===== config.mk =====
export PLATFORM = sky130hd
export DESIGN_NAME = imem_loader
export DESIGN_NICKNAME = d
export VERILOG_FILES = /design/src/rtl/loader_pkg.sv /design/src/rtl/word_assembler.sv /design/src/rtl/imem_loader.sv
export SDC_FILE = /design/constraint.sdc
export NUM_CORES = 1
export LEC_CHECK = 0
export BUFFER_PORTS_ARGS = -buffer_cell sky130_fd_sc_hd__clkbuf_2
export CAP_MARGIN = 0
export CORE_UTILIZATION = 63
export CTS_CLUSTER_DIAMETER = 60
export DETAILED_ROUTE_END_ITERATION = 16
export PLACE_DENSITY = 0.92
export SLEW_MARGIN = 25
export SYNTH_ARGS = -nofsm -noshare
export SYNTH_HDL_FRONTEND = slang
export SYNTH_SLANG_ARGS = --single-unit

===== constraint.sdc =====
create_clock -name clk -period 5.2 [get_ports clk]
set_input_delay 1.56 -clock clk [delete_from_list [all_inputs] [get_ports clk]]
set_output_delay 1.56 -clock clk [all_outputs]
set_load 0.02 [all_outputs]

===== src/rtl/loader_pkg.sv =====
// Shared types and constants for the instruction-memory boot loader.
package loader_pkg;

  typedef enum logic [2:0] {
    ST_IDLE,
    ST_LEN_HI,
    ST_LEN_LO,
    ST_DATA,
    ST_CSUM,
    ST_DONE,
    ST_ERROR
  } loader_state_t;

  localparam int WORD_BYTES = 4;

  typedef logic [15:0] len_t;

endpackage


===== src/rtl/word_assembler.sv =====
// Packs a big-endian byte stream into 32-bit words and keeps a running XOR
// of every byte it has taken since the last clear.
module word_assembler
  import loader_pkg::*;
(
  input  logic        clk,
  input  logic        reset,
  input  logic        clear,
  input  logic        byte_valid,
  input  logic [7:0]  byte_data,
  output logic        word_valid,
  output logic [31:0] word,
  output logic [7:0]  csum
);

  logic [1:0]  byte_idx;
  logic [23:0] shift;

  // The 4th byte completes the word in the same cycle; the caller registers it.
  assign word_valid = byte_valid && (byte_idx == 2'(WORD_BYTES - 1));
  assign word       = {shift, byte_data};

  always_ff @(posedge clk or negedge reset) begin
    if (!reset) begin
      byte_idx <= '0;
      shift    <= '0;
      csum     <= '0;
    end else if (clear) begin
      byte_idx <= '0;
      shift    <= '0;
      csum     <= '0;
    end else if (byte_valid) begin
      byte_idx <= byte_idx + 2'd1;
      shift    <= {shift[15:0], byte_data};
      csum     <= csum ^ byte_data;
    end
  end

endmodule


===== src/rtl/imem_loader.sv =====
// Boot loader: receives a length/data/checksum frame, writes words into the
// instruction memory, and releases the core only after a clean load.
//
// state     | meaning
// ----------+-----------------------------------------------
// ST_IDLE   | no load attempted since reset
// ST_LEN_HI | waiting for word count [15:8]
// ST_LEN_LO | waiting for word count [7:0], range check
// ST_DATA   | streaming instruction bytes, writing words
// ST_CSUM   | waiting for XOR checksum byte
// ST_DONE   | load good, core running
// ST_ERROR  | load failed (range, checksum or timeout)
module imem_loader
  import loader_pkg::*;
#(
  parameter int ADDR_W  = 8,
  parameter int TIMEOUT = 1_000_000
) (
  input  logic              clk,
  input  logic              reset,
  input  logic              start,
  input  logic [7:0]        rx_data,
  input  logic              rx_valid,
  output logic              rx_ready,
  output logic              imem_we,
  output logic [ADDR_W-1:0] imem_addr,
  output logic [31:0]       imem_wdata,
  output logic              cpu_run,
  output logic              busy,
  output logic              done,
  output logic              error,
  output logic [ADDR_W:0]   words_loaded
);

  localparam int              CNT_W    = (TIMEOUT > 1) ? $clog2(TIMEOUT) : 1;
  localparam logic [CNT_W-1:0] CNT_LOAD = CNT_W'(TIMEOUT - 1);
  localparam logic [16:0]     CAPACITY = 17'(1) << ADDR_W;

  loader_state_t    state, state_nx;
  logic [7:0]       len_hi;
  len_t             len, len_rx;
  logic [CNT_W-1:0] idle_cnt;
  logic             xfer, start_ok, data_byte, last_word, timed_out;
  logic             word_valid;
  logic [31:0]      word;
  logic [7:0]       csum;

  assign busy      = (state == ST_LEN_HI) || (state == ST_LEN_LO) ||
                     (state == ST_DATA)   || (state == ST_CSUM);
  assign rx_ready  = busy;
  assign done      = (state == ST_DONE);
  assign error     = (state == ST_ERROR);
  assign cpu_run   = (state == ST_DONE);

  assign xfer      = rx_valid && rx_ready;
  assign start_ok  = start && !busy;
  assign data_byte = xfer && (state == ST_DATA);
  assign len_rx    = {len_hi, rx_data};
  assign last_word = ({1'b0, len} == (17'(words_loaded) + 17'd1));
  // Down-counter expires on the cycle its terminal count would be passed.
  assign timed_out = busy && !xfer && (idle_cnt == '0);

  word_assembler u_word_assembler (
    .clk        (clk),
    .reset      (reset),
    .clear      (start_ok),
    .byte_valid (data_byte),
    .byte_data  (rx_data),
    .word_valid (word_valid),
    .word       (word),
    .csum       (csum)
  );

  always_ff @(posedge clk or negedge reset) begin
    if (!reset) state <= ST_IDLE;
    else        state <= state_nx;
  end

  always_comb begin
    state_nx = state;
    case (state)
      ST_IDLE, ST_DONE, ST_ERROR: if (start) state_nx = ST_LEN_HI;
      ST_LEN_HI: if (xfer) state_nx = ST_LEN_LO;
      ST_LEN_LO: if (xfer) begin
        if ({1'b0, len_rx} > CAPACITY) state_nx = ST_ERROR;
        else if (len_rx == '0)         state_nx = ST_CSUM;
        else                           state_nx = ST_DATA;
      end
      ST_DATA: if (word_valid && last_word) state_nx = ST_CSUM;
      ST_CSUM: if (xfer) state_nx = (rx_data == csum) ? ST_DONE : ST_ERROR;
      default: state_nx = ST_IDLE;
    endcase
    if (timed_out) state_nx = ST_ERROR;
  end

  always_ff @(posedge clk or negedge reset) begin
    if (!reset) begin
      imem_we      <= 1'b0;
      imem_addr    <= '0;
      imem_wdata   <= '0;
      words_loaded <= '0;
      len_hi       <= '0;
      len          <= '0;
      idle_cnt     <= CNT_LOAD;
    end else begin
      imem_we <= word_valid;
      if (start_ok) begin
        words_loaded <= '0;
        len_hi       <= '0;
        len          <= '0;
        idle_cnt     <= CNT_LOAD;
      end else begin
        if (busy) idle_cnt <= xfer ? CNT_LOAD : idle_cnt - 1'b1;
        if (xfer && state == ST_LEN_HI) len_hi <= rx_data;
        if (xfer && state == ST_LEN_LO) len    <= len_rx;
        // Address and data are held after the strobe so the memory sees stable values.
        if (word_valid) begin
          imem_addr    <= words_loaded[ADDR_W-1:0];
          imem_wdata   <= word;
          words_loaded <= words_loaded + 1'b1;
        end
      end
    end
  end

endmodule


==> metrics.md <==
| Metric | Value |
|---|---|
| Outcome | `finished clean` |
| Hold Buf Count CTS | `0` |
| Buf+Inv Stages, Crit Path | `1` |
| Maxcap violations | `0` |
| Min Hold Slack | `0.472 ns` |
| Finish-stage setup viols | `0` |
| Vias per cell | `5.92` |
| Sequential share of power | `41.0%` |
| Largest net degree at the start of global routing | `86` |
| Sw power | `1.29 mW` |
| Worst slew pin tran | `0.965 ns` |
| Cell Area, Synth | `0.00621 mm²` |
| Slew HR | `35.5%` |
| Setup tns final | `0 ns` |
| Core region area | `0.00942 mm²` |
| Initial antenna violation count | `0` |
| Setup crit end kind | `output port` |
| Clk pwr share | `32.5%` |
| Worst-path clk slew | `0.06 ns` |
| Combinational share of power | `26.5%` |
| Clock Root Buffer | `clkbuf_8` |
| RePlAce Congestion | `0.937` |
| Final HPWL DP | `8970 µm` |
| CTS H-tree lvls | `4` |
| Fraction of layout cells with a size suffix above 1 | `17.3%` |
| Routed len/inst | `16.2 µm` |
| Leakage power | `3.43 nW` |
| Cell row count | `35` |
| Ant diodes | `0` |
| Die area | `0.0103 mm²` |
| Pwr Density | `499 mW/mm²` |
| Arrival time worst endpoint | `1.95 ns` |
| Global Route Usage Sum | `31.5%` |
| Pwr Total | `3.56 mW` |
| Cell count after synthesis | `709` |
| Congestion Overflow GR | `0` |
| Dpl ws | `1.60 ns` |
| EDFF count, synth | `0` |
| Count leader, synth | `nand2_1` |
| Synth top cells by count | `251 x nand2_1, 119 x dfrtp_1, 66 x a21oi_1` |
| Clock Latency Late Sink | `0.53 ns` |
| Worst setup margin | `1.69 ns` |
| Mean Syn Cell Area | `8.76 µm²` |
| CTS tree | `done` |
| Unique cell type count in the Yosys netlist | `61` |
| P_int | `2.27 mW` |
| Routed WL | `14500 µm` |
| Max clock buf depth | `2` |
| CP Class | `reg -> out` |
| Crit-path max FO | `15` |
| Fraction of registers with async set/reset | `100%` |
| TritonCTS Buffers | `17` |
| RSZ-0062 raised after global routing | `no` |
| Skew final | `0.00854 ns` |
| Max Slew Vio Count | `0` |
| Ordered list of cells on the worst path | `or3_1 -> and2_1 -> clkbuf_2` |
| First-pass GRT wire length | `24600 µm` |
| Area leader, netlist | `dfrtp_1` |
| Synth warn | `0` |
| Die height | `101 µm` |
| Filler cells | `615` |
| Worst setup SP type | `flip-flop` |
| DRC violations left | `0` |
| Synth Flop Type | `dfrtp_1` |
| Final Critical Period | `3.51 ns` |
| Post-route ant nets | `0` |
| Area Overhead vs Synth | `14.9%` |
| IO Count | `67` |
| Top area cells in the synthesized netlist | `dfrtp_1 48%, nand2_1 15%, a21oi_1 5.3%` |
| Share of the synthesized area in the top cell type | `47.9%` |
| Crit share post-route | `67.5%` |
| Final hold vios | `0` |
| Port buffer count | `66` |
| Final nets | `772` |
| # Post-CTS Setup Buffers | `0` |
| Critical Path Max Stage Delay | `0.52 ns` |
| Peak supply drop | `0.000370 V` |
| Hold Path Class | `reg -> reg` |
| CTS resizes | `0` |
| Worst EP required | `3.64 ns` |
| Die width | `101 µm` |
| Switching Share | `36.3%` |
| Number of global-route vias before repair | `5094` |
| Seq cells post-synth | `131` |
| Synthesized net count | `725` |
| First drt pass iteration count | `6` |
| CP max stage cell | `dfrtp_1` |
| Register area share after synthesis | `53.0%` |
| Via count | `5306` |
| F_max | `285 MHz` |
| Initial detailed-routing violation count | `467` |
| Crit path max-delay family | `simple AND/OR/NAND/NOR gates` |
| Sink Count | `131` |
| Initial core utilization | `66.0%` |
-- worst paths after layout --
path / slack, ns / depth (start not counted) / endpoint / startpoint
setup reg to reg: 2.51 / 6 / state[1]$_DFFE_PN0P_ / state[0]$_DFFE_PN0P_
hold reg to reg: 0.47 / 2 / imem_wdata[16]$_DFFE_PN0P_ / imem_wdata[16]$_DFFE_PN0P_
hold / removal: 0.47 / 2 / imem_wdata[16]$_DFFE_PN0P_ / imem_wdata[16]$_DFFE_PN0P_
setup / recovery: 1.69 / 3 / rx_ready / state[0]$_DFFE_PN0P_
max in group asynchronous: 3.38 / 2 / len[9]$_DFFE_PN0P_ / reset
min in group asynchronous: 1.10 / 1 / idle_cnt[6]$_DFFE_PN0P_ / reset
-- metrics by stage --
| stage | area (µm²) | utilization [%] | std cells |
|---|---|---|---|
| 2_1_floorplan | 6210 | - | 709 |
| 3_3_place_gp | 6570 | 69.7 | 866 |
| 3_5_place_dp | 6570 | 69.7 | 866 |
| 4_1_cts | 7130 | 75.8 | 897 |
| 5_1_grt | 7140 | 75.8 | 897 |
| 6_report | 7140 | 75.8 | 897 |
-- cell type report --
type | instances | area, µm² | share of cell area (%)
sequential | 131 | 3290 | 46.1
multi-input combinational | 527 | 2700 | 37.8
clock buffer | 17 | 414 | 5.80
timing repair buffer | 71 | 387 | 5.42
tap | 129 | 161 | 2.26
clock inverter | 14 | 154 | 2.16
inverter | 8 | 30.0 | 0.421
-- layer usage --
metal	global-route usage [%]	up-vias	routed length (µm)
met3	8.01	43	1020
met2	49.9	240	7060
li1	-	2478	-
met4	14.2	0	415
met5	0	-	0
met1	41.4	2545	6040
-- logic make-up (layout without fill, tap and decap cells) --
| group | count (synthesis) | count (layout) | share of synthesized area (%) |
|---|---|---|---|
| xor gates and xnor gates | 26 | 26 | 3.67 |
| DFF | 131 | 131 | 53.0 |
| buffers and inverters | 51 | 110 | 3.67 |
| adders and majority gates | 4 | 4 | 0.806 |
| and+or+nand+nor | 350 | 350 | 25.1 |
| muxes | 3 | 3 | 0.483 |
| AOI/OAI and AO/OA | 144 | 144 | 13.2 |
-- power groups by stage --
stage | logic, mW | registers (mW) | clock network [mW]
floorplan | 0.727 | 1.40 | 0
global placement | 0.866 | 1.45 | 0
detailed placement | 0.909 | 1.46 | 0
CTS | 0.935 | 1.45 | 1.16
global route | 1.05 | 1.48 | 1.21
finish | 0.946 | 1.46 | 1.16
-- worst reg2reg max path, cell delays in order, from the launching register on --
cell and delay (ns):
dfrtp_1 0.52, o21ai_0 0.27, nand3b_1 0.62, nor4_4 0.56
nor2_2 0.11, a2111oi_1 0.42, a21oi_1 0.08
-- sequential cells by signal, indices dropped and copies added, names as in the netlist --
signal	flops
words_loaded	9
imem_addr	8
state	3
u_word_assembler.csum	8
len	16
len_hi	8
u_word_assembler.byte_idx	2
imem_we	1
u_word_assembler.shift	24
idle_cnt	20
imem_wdata	32
-- layout by cell type (no fill, tap or decap), types with 3 or more instances in the layout --
cell | Yosys | routed
and3_1 | 3 | 3
and2_1 | 5 | 5
nor3_1 | 12 | 12
inv_1 | 7 | 7
clkinv_4 | 0 | 3
o21ai_0 | 35 | 35
mux2i_1 | 3 | 3
clkbuf_16 | 0 | 16
o211ai_1 | 5 | 5
a31oi_1 | 3 | 3
nand3b_1 | 3 | 3
a21oi_1 | 66 | 66
ha_1 | 4 | 4
xor2_1 | 12 | 12
clkbuf_2 | 0 | 65
o31ai_1 | 8 | 8
xnor2_1 | 14 | 14
nor2_1 | 27 | 26
nor3_2 | 3 | 3
inv_6 | 0 | 4
o21ai_1 | 8 | 8
buf_4 | 5 | 4
nor4_1 | 5 | 5
nand3_1 | 6 | 6
or4_4 | 4 | 4
dfrtp_1 | 119 | 119
o41ai_1 | 4 | 4
nor2b_1 | 3 | 3
nand2_1 | 251 | 251
nand4_1 | 5 | 5
clkinvlp_4 | 0 | 3
dfstp_2 | 12 | 12
Note: power is estimated with default switching activity, not from simulation.
